<file path="src/rtl/load_store_unit.sv">
// Memory-access stage between EX and WB: drives a req/gnt/rvalid data-memory port,
// steers byte lanes, extends load data, traps misaligned accesses and hung buses.
module load_store_unit #(
  parameter int XLEN    = 32,
  parameter int ADDR_W  = 32,
  parameter int TIMEOUT = 255
) (
  input  logic              clk,
  input  logic              rst,
  input  logic              ex_valid,
  input  logic              mem_read,
  input  logic              mem_write,
  input  logic [2:0]        funct3,
  input  logic [XLEN-1:0]   addr,
  input  logic [XLEN-1:0]   store_data,
  input  logic [4:0]        rd,
  input  logic              reg_write,
  output logic              stall,
  output logic [XLEN-1:0]   fwd_alu_result,
  output logic              dmem_req,
  output logic              dmem_we,
  output logic [ADDR_W-1:0] dmem_addr,
  output logic [XLEN/8-1:0] dmem_be,
  output logic [XLEN-1:0]   dmem_wdata,
  input  logic              dmem_gnt,
  input  logic              dmem_rvalid,
  input  logic [XLEN-1:0]   dmem_rdata,
  output logic              wb_valid,
  output logic [XLEN-1:0]   wb_result,
  output logic [4:0]        wb_rd,
  output logic              wb_reg_write,
  output logic              fault,
  output logic [1:0]        fault_cause
);

  localparam int BE_W   = XLEN / 8;
  localparam int LANE_W = $clog2(BE_W);
  localparam int CNT_W  = $clog2(TIMEOUT + 1);

  localparam logic [1:0] CAUSE_NONE = 2'b00;
  localparam logic [1:0] CAUSE_LD   = 2'b01;
  localparam logic [1:0] CAUSE_ST   = 2'b10;
  localparam logic [1:0] CAUSE_TMO  = 2'b11;

  typedef enum logic [1:0] {
    S_IDLE = 2'd0,
    S_REQ  = 2'd1,
    S_RESP = 2'd2
  } state_e;

  function automatic logic is_misaligned(input logic [1:0] sz, input logic [LANE_W-1:0] lane);
    logic [2:0] lane3;
    logic       mis;
    lane3 = 3'(lane);
    case (sz)
      2'b00:   mis = 1'b0;
      2'b01:   mis = lane3[0];
      2'b10:   mis = |lane3[1:0];
      default: mis = |lane3;
    endcase
    return mis;
  endfunction

  function automatic logic [BE_W-1:0] lane_be(input logic [1:0] sz, input logic [LANE_W-1:0] lane);
    logic [BE_W-1:0] m;
    case (sz)
      2'b00:   m = BE_W'(8'h01);
      2'b01:   m = BE_W'(8'h03);
      2'b10:   m = BE_W'(8'h0F);
      default: m = {BE_W{1'b1}};
    endcase
    return m << lane;
  endfunction

  function automatic logic [XLEN-1:0] replicate(input logic [1:0] sz, input logic [XLEN-1:0] d);
    logic [XLEN-1:0] w;
    case (sz)
      2'b00:   w = {(XLEN/8){d[7:0]}};
      2'b01:   w = {(XLEN/16){d[15:0]}};
      2'b10:   w = {(XLEN/32){d[31:0]}};
      default: w = d;
    endcase
    return w;
  endfunction

  function automatic logic [XLEN-1:0] load_ext(input logic [XLEN-1:0] rdata,
                                                input logic [LANE_W-1:0] lane,
                                                input logic [1:0] sz, input logic uns);
    logic [XLEN-1:0] sh;
    logic [XLEN-1:0] res;
    sh = rdata >> {lane, 3'b000};
    case (sz)
      2'b00:   if (uns) res = XLEN'(sh[7:0]);  else res = XLEN'($signed(sh[7:0]));
      2'b01:   if (uns) res = XLEN'(sh[15:0]); else res = XLEN'($signed(sh[15:0]));
      2'b10:   if (uns) res = XLEN'(sh[31:0]); else res = XLEN'($signed(sh[31:0]));
      default: res = sh;
    endcase
    return res;
  endfunction

  state_e            state_q, state_d;
  logic [CNT_W-1:0]  cnt_q, cnt_d;
  logic [XLEN-1:0]   addr_q, addr_d;
  logic [BE_W-1:0]   be_q, be_d;
  logic [XLEN-1:0]   wdata_q, wdata_d;
  logic              we_q, we_d;
  logic [1:0]        sz_q, sz_d;
  logic              uns_q, uns_d;
  logic [4:0]        rd_q, rd_d;
  logic              rw_q, rw_d;

  logic              wb_valid_q, wb_valid_d;
  logic [XLEN-1:0]   wb_result_q, wb_result_d;
  logic [4:0]        wb_rd_q, wb_rd_d;
  logic              wb_rw_q, wb_rw_d;
  logic              fault_q, fault_d;
  logic [1:0]        cause_q, cause_d;

  logic [1:0]        sz_in_s;
  logic [LANE_W-1:0] lane_in_s;
  logic              is_mem_in_s;
  logic              mis_in_s;
  logic [BE_W-1:0]   be_in_s;
  logic [XLEN-1:0]   wdata_in_s;
  logic              timeout_s;
  logic              req_s;
  logic              stall_s;
  logic              out_we_s;
  logic [XLEN-1:0]   out_addr_s;
  logic [BE_W-1:0]   out_be_s;
  logic [XLEN-1:0]   out_wdata_s;

  // Doubleword sizes do not exist on a 32-bit datapath; treat them as word accesses.
  assign sz_in_s     = (XLEN == 32 && funct3[1:0] == 2'b11) ? 2'b10 : funct3[1:0];
  assign lane_in_s   = addr[LANE_W-1:0];
  assign is_mem_in_s = mem_read | mem_write;
  assign mis_in_s    = is_misaligned(sz_in_s, lane_in_s);
  assign be_in_s     = lane_be(sz_in_s, lane_in_s);
  assign wdata_in_s  = replicate(sz_in_s, store_data);
  assign timeout_s   = (cnt_q >= CNT_W'(TIMEOUT - 1));

  // Next-state, handshake outputs and writeback values for the access FSM.
  always_comb begin
    state_d     = state_q;
    cnt_d       = cnt_q;
    addr_d      = addr_q;
    be_d        = be_q;
    wdata_d     = wdata_q;
    we_d        = we_q;
    sz_d        = sz_q;
    uns_d       = uns_q;
    rd_d        = rd_q;
    rw_d        = rw_q;
    req_s       = 1'b0;
    stall_s     = 1'b0;
    out_we_s    = we_q;
    out_addr_s  = addr_q;
    out_be_s    = be_q;
    out_wdata_s = wdata_q;
    wb_valid_d  = 1'b0;
    wb_result_d = wb_result_q;
    wb_rd_d     = wb_rd_q;
    wb_rw_d     = 1'b0;
    fault_d     = 1'b0;
    cause_d     = cause_q;

    case (state_q)
      S_IDLE: begin
        cnt_d       = {CNT_W{1'b0}};
        addr_d      = addr;
        be_d        = be_in_s;
        wdata_d     = wdata_in_s;
        we_d        = mem_write;
        sz_d        = sz_in_s;
        uns_d       = funct3[2];
        rd_d        = rd;
        rw_d        = reg_write;
        out_we_s    = mem_write;
        out_addr_s  = addr;
        out_be_s    = be_in_s;
        out_wdata_s = wdata_in_s;
        if (!ex_valid) begin
          state_d = S_IDLE;
        end else if (!is_mem_in_s) begin
          wb_valid_d  = 1'b1;
          wb_result_d = addr;
          wb_rd_d     = rd;
          wb_rw_d     = reg_write;
          cause_d     = CAUSE_NONE;
        end else if (mis_in_s) begin
          wb_valid_d  = 1'b1;
          wb_result_d = addr;
          wb_rd_d     = rd;
          fault_d     = 1'b1;
          cause_d     = mem_write ? CAUSE_ST : CAUSE_LD;
        end else begin
          req_s = 1'b1;
          if (dmem_gnt && mem_write) begin
            wb_valid_d  = 1'b1;
            wb_result_d = addr;
            wb_rd_d     = rd;
            cause_d     = CAUSE_NONE;
          end else begin
            stall_s = 1'b1;
            state_d = dmem_gnt ? S_RESP : S_REQ;
          end
        end
      end
      S_REQ: begin
        req_s = 1'b1;
        if (dmem_gnt) begin
          if (we_q) begin
            state_d     = S_IDLE;
            wb_valid_d  = 1'b1;
            wb_result_d = addr_q;
            wb_rd_d     = rd_q;
            cause_d     = CAUSE_NONE;
          end else begin
            state_d = S_RESP;
            cnt_d   = cnt_q + CNT_W'(1);
            stall_s = 1'b1;
          end
        end else if (timeout_s) begin
          state_d     = S_IDLE;
          wb_valid_d  = 1'b1;
          wb_result_d = addr_q;
          wb_rd_d     = rd_q;
          fault_d     = 1'b1;
          cause_d     = CAUSE_TMO;
        end else begin
          cnt_d   = cnt_q + CNT_W'(1);
          stall_s = 1'b1;
        end
      end
      S_RESP: begin
        if (dmem_rvalid) begin
          state_d     = S_IDLE;
          wb_valid_d  = 1'b1;
          wb_result_d = load_ext(dmem_rdata, addr_q[LANE_W-1:0], sz_q, uns_q);
          wb_rd_d     = rd_q;
          wb_rw_d     = rw_q;
          cause_d     = CAUSE_NONE;
        end else if (timeout_s) begin
          state_d     = S_IDLE;
          wb_valid_d  = 1'b1;
          wb_result_d = addr_q;
          wb_rd_d     = rd_q;
          fault_d     = 1'b1;
          cause_d     = CAUSE_TMO;
        end else begin
          cnt_d   = cnt_q + CNT_W'(1);
          stall_s = 1'b1;
        end
      end
      default: begin
        state_d = S_IDLE;
      end
    endcase
  end

  // State, latched access and registered writeback outputs.
  always_ff @(posedge clk) begin
    if (rst) begin
      state_q     <= S_IDLE;
      cnt_q       <= {CNT_W{1'b0}};
      addr_q      <= {XLEN{1'b0}};
      be_q        <= {BE_W{1'b0}};
      wdata_q     <= {XLEN{1'b0}};
      we_q        <= 1'b0;
      sz_q        <= 2'b00;
      uns_q       <= 1'b0;
      rd_q        <= 5'd0;
      rw_q        <= 1'b0;
      wb_valid_q  <= 1'b0;
      wb_result_q <= {XLEN{1'b0}};
      wb_rd_q     <= 5'd0;
      wb_rw_q     <= 1'b0;
      fault_q     <= 1'b0;
      cause_q     <= 2'b00;
    end else begin
      state_q     <= state_d;
      cnt_q       <= cnt_d;
      addr_q      <= addr_d;
      be_q        <= be_d;
      wdata_q     <= wdata_d;
      we_q        <= we_d;
      sz_q        <= sz_d;
      uns_q       <= uns_d;
      rd_q        <= rd_d;
      rw_q        <= rw_d;
      wb_valid_q  <= wb_valid_d;
      wb_result_q <= wb_result_d;
      wb_rd_q     <= wb_rd_d;
      wb_rw_q     <= wb_rw_d;
      fault_q     <= fault_d;
      cause_q     <= cause_d;
    end
  end

  assign stall          = stall_s;
  assign fwd_alu_result = addr;
  assign dmem_req       = req_s;
  assign dmem_we        = req_s & out_we_s;
  assign dmem_addr      = req_s ? (out_addr_s[ADDR_W-1:0] & ~ADDR_W'(BE_W - 1)) : {ADDR_W{1'b0}};
  assign dmem_be        = req_s ? out_be_s : {BE_W{1'b0}};
  assign dmem_wdata     = req_s ? out_wdata_s : {XLEN{1'b0}};
  assign wb_valid       = wb_valid_q;
  assign wb_result      = wb_result_q;
  assign wb_rd          = wb_rd_q;
  assign wb_reg_write   = wb_rw_q;
  assign fault          = fault_q;
  assign fault_cause    = cause_q;

endmodule
</file>
<file path="config.mk">
export PLATFORM = sky130hd
export DESIGN_NAME = load_store_unit
export DESIGN_NICKNAME = d
export VERILOG_FILES = /design/src/rtl/load_store_unit.sv
export SDC_FILE = /design/constraint.sdc
export NUM_CORES = 1
export LEC_CHECK = 0
export CAP_MARGIN = 20
export CELL_PAD_IN_SITES_DETAIL_PLACEMENT = 0
export CELL_PAD_IN_SITES_GLOBAL_PLACEMENT = 2
export CORE_ASPECT_RATIO = 0.7
export CORE_MARGIN = 2
export CORE_UTILIZATION = 28
export CTS_BUF_LIST = sky130_fd_sc_hd__clkbuf_2
export CTS_CLUSTER_DIAMETER = 50
export DETAILED_ROUTE_END_ITERATION = 6
export PLACE_DENSITY = 0.91
export SLEW_MARGIN = 10
export SYNTH_ARGS = -nofsm -noshare
export SYNTH_HDL_FRONTEND = slang
export SYNTH_SLANG_ARGS = --single-unit
</file>
<file path="constraint.sdc">
create_clock -name clk -period 6.4 [get_ports clk]
set_clock_uncertainty 0.15 [all_clocks]
set_input_delay 1.28 -clock clk [delete_from_list [all_inputs] [get_ports clk]]
set_output_delay 1.28 -clock clk [all_outputs]
set_load 0.1 [all_outputs]
</file>
==> results_dict.tcl <==
set metrics [dict create \
    async_reset_ff_frac 0 \
    final_max_slew_viol_count 0 \
    switchingPower_uw 1130 \
    vias_per_cell 5.04 \
    status "finished clean" \
    final_layout_size_suffix_gt1_frac 0.122 \
    hpwl_um 21500 \
    numClockSinks 130 \
    numPortBuffers 254 \
    drtAntennaViolNets 0 \
    ys_seq_area_frac 0.345 \
    clk_path_buf_depth 2 \
    start_util 0.284 \
    swShare 0.450 \
    synth_edf_count 0 \
    crit_path_start_kind "input pin" \
    syn-mean-instance-area_um2 7.88 \
    cts_hold_buf 0 \
    final_util 0.415 \
    rows 50 \
    setup_viol 0 \
    tns_ns 0 \
    htree_levels 4 \
    pwr-share-seq 0.360 \
    cts_buffers 17 \
    combPwrFrac 0.415 \
    syn_area_um2 7550 \
    fp.dieArea_um2 28300 \
    min_period_over_period 0.768 \
    drc 0 \
    power_frac_clock 0.224 \
    clock_latency_ns 0.77 \
    hold_violations 0 \
    io_pins 257 \
    track_usage 0.208 \
    gp_congestion 0.829 \
    drtIter0Drc 644 \
    wirelength_um 30000 \
    cts_resized 0 \
    worst_slew_pin_slew_ns 1.06 \
    synthCells 958 \
    clk_pin_slew_ns 0.19 \
    crit_type "in -> out" \
    endpoint_kind "output port" \
    core_um2 26600 \
    vdd_drop_max_v 0.000108 \
    rsz0062_at_grt "no" \
    grt_start_max_net_pins 85 \
    die_h_um 141 \
    slowest_delay_ns 0.64 \
    overflow 0 \
    cts_tree "built" \
    cts_setup_buffers 0 \
    cpMostUsedCell "nor2_1" \
    antenna_found_initial 1 \
    via_count 7631 \
    crit_required_ns 4.97 \
    p_int_uw 1380 \
    yosys_warnings 0 \
    post-route-min-period_ns 4.92 \
    grt_pass1_wl_um 45200 \
    grt_pass1_vias 7294 \
    cp_max_fo 38 \
    cp_data_arrival_time_ns 3.49 \
    clockRootBuffer "clkbuf_2" \
    worstPathCellList "clkdlybuf4s50_1 > a21oi_2 > nor2_1 > o31a_2 > buf_4 > nor2_1 > buf_12" \
    final_net_count 1253 \
    die_x_um 200 \
    p_per_area_nw_per_um2 228 \
    first_pass_iters 6 \
    synth.distinct_cells 69 \
    wl_per_cell_um 19.8 \
    maxSlewHeadroom 0.289 \
    cpMaxStageDelayCell "clkdlybuf4s50_1" \
    synth-seq-cells 130 \
    synth_flop_cell "dfxtp_1" \
    p_leak_uw 0.00447 \
    fmax_mhz 203 \
    syn_to_final_growth_pct 46.2 \
    maxCapViolations 0 \
    hp-class "reg -> reg" \
]
==> registers in the layout, summed over array words and instances, names as in the netlist <==
| name | flops |
|---|---|
| addr_q | 32 |
| be_q | 4 |
| cnt_q | 8 |
| fault | 1 |
| fault_cause | 2 |
| rd_q | 5 |
| rw_q | 1 |
| state_q | 2 |
| sz_q | 2 |
| uns_q | 1 |
| wb_rd | 5 |
| wb_reg_write | 1 |
| wb_result | 32 |
| wb_valid | 1 |
| wdata_q | 32 |
| we_q | 1 |
==> final cells by class <==
type	count	area (µm²)
fill	2645	15600
multi-input combinational	702	4330
timing repair buffer	268	3340
sequential	130	2600
tap	364	455
clock inverter	15	166
clock buffer	17	85.1
inverter	16	60.1
antenna	1	2.50
==> final timing paths <==
| path | start | endpoint | slack (ns) | depth (start not counted) |
|---|---|---|---|---|
| max | addr[0] | dmem_wdata[17] | 1.48 | 7 |
| min | rw_q | wb_reg_write | 0.32 | 2 |
| max reg2reg | cnt_q[1] | wb_result[15] | 3.28 | 7 |
| min reg2reg | rw_q | wb_reg_write | 0.32 | 2 |
==> stage by stage <==
stage,area (µm²),cells,hold WS [ns],setup WS [ns],power [µW]
floorplan,7550,959,0.281,1.23,1610
global placement,10800,1480,0.300,1.56,1960
detailed placement,10800,1480,0.304,1.50,1970
CTS,11000,1512,0.328,1.49,2540
global route,11000,1513,0.369,1.41,2620
finish,11000,1513,0.320,1.48,2520
==> synthesized netlist by cell type, types with 2 or more instances <==
| library cell | count | share of area |
|---|---|---|
| a211o_1 | 2 | 0.0023 |
| a211oi_1 | 5 | 0.0050 |
| a21boi_0 | 5 | 0.0050 |
| a21o_1 | 2 | 0.0020 |
| a21oi_1 | 56 | 0.037 |
| a221o_1 | 4 | 0.0053 |
| a221oi_1 | 21 | 0.024 |
| a222oi_1 | 5 | 0.0066 |
| a22o_1 | 7 | 0.0081 |
| a22oi_1 | 5 | 0.0050 |
| a2bb2oi_1 | 2 | 0.0023 |
| a31o_2 | 8 | 0.0093 |
| a31oi_1 | 10 | 0.0083 |
| a32o_1 | 2 | 0.0027 |
| and2_1 | 6 | 0.0050 |
| and3_1 | 3 | 0.0025 |
| and4b_1 | 4 | 0.0053 |
| buf_1 | 14 | 0.0070 |
| buf_2 | 13 | 0.0086 |
| buf_4 | 34 | 0.034 |
| buf_6 | 2 | 0.0030 |
| clkbuf_1 | 48 | 0.024 |
| dfxtp_1 | 130 | 0.34 |
| ha_1 | 6 | 0.0099 |
| inv_1 | 14 | 0.0070 |
| mux2_2 | 8 | 0.012 |
| mux2i_1 | 97 | 0.13 |
| nand2_1 | 48 | 0.024 |
| nand2b_1 | 10 | 0.0083 |
| nand3_1 | 12 | 0.0080 |
| nand3b_1 | 3 | 0.0030 |
| nor2_1 | 211 | 0.10 |
| nor2b_1 | 10 | 0.0083 |
| nor3_1 | 21 | 0.014 |
| nor4_1 | 2 | 0.0017 |
| o211ai_1 | 4 | 0.0040 |
| o21ai_0 | 62 | 0.041 |
| o221ai_1 | 7 | 0.0081 |
| o22ai_1 | 7 | 0.0058 |
| o2bb2ai_1 | 7 | 0.0081 |
| o32ai_1 | 7 | 0.0081 |
| or3_1 | 7 | 0.0058 |
==> cell usage in the layout (no fill, tap or decap), types with 5 or more instances in the layout <==
master and count:
nor2_1 211, clkdlybuf4s50_1 184, dfxtp_1 130, mux2i_1 97
buf_12 69, o21ai_0 62, a21oi_1 56, nand2_1 48
nor3_1 21, a221oi_1 21, clkbuf_2 17, buf_4 15
inv_1 14, nand3_1 12, nor2b_1 10, nand2b_1 10
a31oi_1 10, mux2_2 8, a31o_2 8, o22ai_1 7
or3_1 7, o32ai_1 7, o221ai_1 7, a22o_1 7
o2bb2ai_1 7, inv_6 7, and2_1 6, a211oi_1 5
a222oi_1 5, a21boi_0 5, a22oi_1 5, ha_1 5
==> power by group through the flow <==
stage	Combinational (µW)	Clock, µW	Sequential (µW)
floorplan	545	0	1070
global placement	1040	0	920
detailed placement	1040	0	921
CTS	1050	583	905
global route	1090	616	914
finish	1040	565	906
==> critical path: cells and delay by family <==
kind            cells  cell delay (ns)
buf+inv             3             1.11
compound gates      2             0.68
simple gates        2             0.38
==> layer usage <==
layer | routed length, µm | track usage | vias to the layer above
met1 | 15200 | 0.312 | 3627
met3 | 1960 | 0.0531 | 23
met4 | 403 | 0.0487 | 0
met5 | 0 | 0 | -
li1 | - | - | 3729
met2 | 12400 | 0.295 | 252
==> cells by family (layout without fill, tap and decap cells) <==
logic type	after synthesis	in the layout	share of synthesized area
AND/OR/NAND/NOR	346	346	0.200
AO/OA/AOI/OAI	241	241	0.215
flip-flops	130	130	0.345
buffers and inverters	127	316	0.0842
multiplexers	106	106	0.144
adder cells (fa/ha/maj)	6	6	0.00995
other	1	3	0.000497
XOR/XNOR	1	1	0.00116
Power figures use the tool's default switching activity.
==> RTL edit: new RTL, config.mk and constraints unchanged <==
Register the output `fault` once more, with the module's reset; this adds one clock of latency there. The other outputs are not delayed to match.
--- a/src/rtl/load_store_unit.sv
+++ b/src/rtl/load_store_unit.sv
@@ -308,7 +308,13 @@
   assign wb_result      = wb_result_q;
   assign wb_rd          = wb_rd_q;
   assign wb_reg_write   = wb_rw_q;
-  assign fault          = fault_q;
+  always_ff @(posedge clk) begin
+    if (rst) begin
+      fault <= '0;
+    end else begin
+      fault <= fault_q;
+    end
+  end
   assign fault_cause    = cause_q;
 
 endmodule
Formal check against the unedited RTL: not equivalent (a bounded check fails within 4 cycles, from zero or initial values and one cycle with rst high).
==> RTL edit against the unedited design <==
Hold slack worse by 0.0085 ns; sequential power grew 1%; wire length is 1.4% higher; synthesized area up 2.9%; core utilization is 0.078 points higher; worst setup slack worse by 0.067 ns; final area up 1.8%; sequential cell count up 1; power increased by 4.1%.
==> RTL edit: results (changes against the unedited design) <==
- Max FO, Critical Path: 55 (was 38)
- CTS buffer count: 17 (unchanged)
- Placed cell count: 1498 (was 1480)
- CP max-delay cell: a21oi_4 (was clkdlybuf4s50_1)
- Register area share after synthesis: 33.77% (was 34.49%)
- IR drop worst, VDD: 0.09731 mV (was 0.1080 mV)
- Synth cell types: 74 (was 69)
- Initial antenna violation count: 2 (was 1)
- CP max stage delay: 0.48 ns (was 0.64 ns)
- Final GP Congestion: 0.8247 (was 0.8291)
- Drt pass-1 iters: 6 (unchanged)
- Largest net degree at the start of global routing: 74 (was 85)
- Layout cells sized above 1: 12.69% (was 12.20%)
- Worst Setup SP: funct3[0] (was addr[0])
- Clock transition at path regs: 0.21 ns (was 0.19 ns)
- Outcome: completed (unchanged)
- Slew @ Worst Pin: 1.087 ns (was 1.063 ns)
- Post-synthesis cell count: 977 (was 958)
- Syn. warnings: 0 (unchanged)
- Vias in the first global route: 7557 (was 7294)
- Final nets: 1271 (was 1253)
- Worst r2r dst: wb_rd[4] (was wb_result[15])
- Htree depth: 4 (unchanged)
- Crit path DAT: 3.55 ns (was 3.49 ns)
- DRC: 0 (unchanged)
- R2r setup slk: 3.02 ns (was 3.28 ns)
- Placement Setup Slack: 1.409 ns (was 1.498 ns)
- CTS Buffer Depth: 2 (unchanged)
- Reg-to-Reg Start: state_q[1] (was cnt_q[1])
- Cell Area, Placed: 10980 sq um (was 10780 sq um)
- Worst hold path class: register to register (unchanged)
- Vias per cell: 5.088 (was 5.044)
- Top cells by count, synth: nor2_1 (217), dfxtp_1 (131), mux2i_1 (99), a21oi_1 (75), nand2_1 (63) (was nor2_1 (211), dfxtp_1 (130), mux2i_1 (97), o21ai_0 (62), a21oi_1 (56))
- Initial DRC Count: 553 (was 644)
- Filler cell count: 2739 (was 2645)
- Detailed Route WL: 30410 um (was 29990 um)
- Via count: 7790 (was 7631)
- Final setup viols: 0 (unchanged)
- Top cells by area, synth: dfxtp_1 (34%), mux2i_1 (13%), nor2_1 (10%), a21oi_1 (4.8%), buf_4 (3.5%) (was dfxtp_1 (34%), mux2i_1 (13%), nor2_1 (10%), o21ai_0 (4.1%), a21oi_1 (3.7%))
- GRT Overall Usage: 20.80% (was 20.82%)
- P_leak: 4.624 nW (was 4.469 nW)
- First-pass GRT wire length: 45970 um (was 45210 um)
- Async SR Flop Fraction: 0% (unchanged)
- Clk Latency, worst-skew pair: 0.73 ns (was 0.77 ns)
- Highest clock rate: 200.7 MHz (was 203.4 MHz)
- Post-DP HPWL: 22180 um (was 21470 um)
[RTL edit: cell types whose count changed after synthesis, sizes merged, moves of 9 or more]
| cell | delta |
|---|---|
| a211o | +9 |
| a21oi | +21 |
| a221oi | -12 |
| clkbuf | -10 |
| nand2 | +16 |
| nor3 | -9 |
| o41ai | +12 |
[RTL edit: cell type report]
cell class / count / area, sq um / area share [%]
Multi-Input combinational cell: 721 / 4513 / 40.17
Clock buffer: 18 / 90.09 / 0.8018
Antenna cell: 1 / 2.502 / 0.02227
Tap cell: 364 / 455.4 / 4.053
Timing Repair Buffer: 265 / 3326 / 29.60
Sequential cell: 131 / 2623 / 23.34
Inverter: 17 / 63.81 / 0.5679
Clock inverter: 14 / 162.7 / 1.448
[RTL edit: how the worst min path moves through the flow]
stage / to / slack [ns] / from / cells past startpoint
floorplan: fault / 0.26 / fault_q / 1
global placement: fault / 0.29 / fault_q / 1
detailed placement: fault / 0.28 / fault_q / 1
CTS: fault / 0.31 / fault_q / 1
global route: fault / 0.33 / fault_q / 1
finish: fault / 0.31 / fault_q / 1
[RTL edit: cells by family after synthesis]
group,synth area share [%]
AO/OA/AOI/OAI,23.01
XOR/XNOR,0.1128
adder cells (fa/ha/maj),0.9666
buffers and inverters,8.506
flip-flops,33.77
multiplexers,13.48
other,0.04829
AND/OR/NAND/NOR,20.11
[RTL edit: power breakdown]
group          switching, mW  internal, mW
clock                  0.343         0.218
sequential            0.0371         0.881
combinational          0.789         0.351
[RTL edit: per-layer routing]
| metal | global-route usage [%] | wire (um) |
|---|---|---|
| met1 | 29.20 | 14420 |
| met2 | 32.01 | 13700 |
| met3 | 5.737 | 1997 |
| met4 | 3.919 | 274 |
| met5 | 0 | 11 |
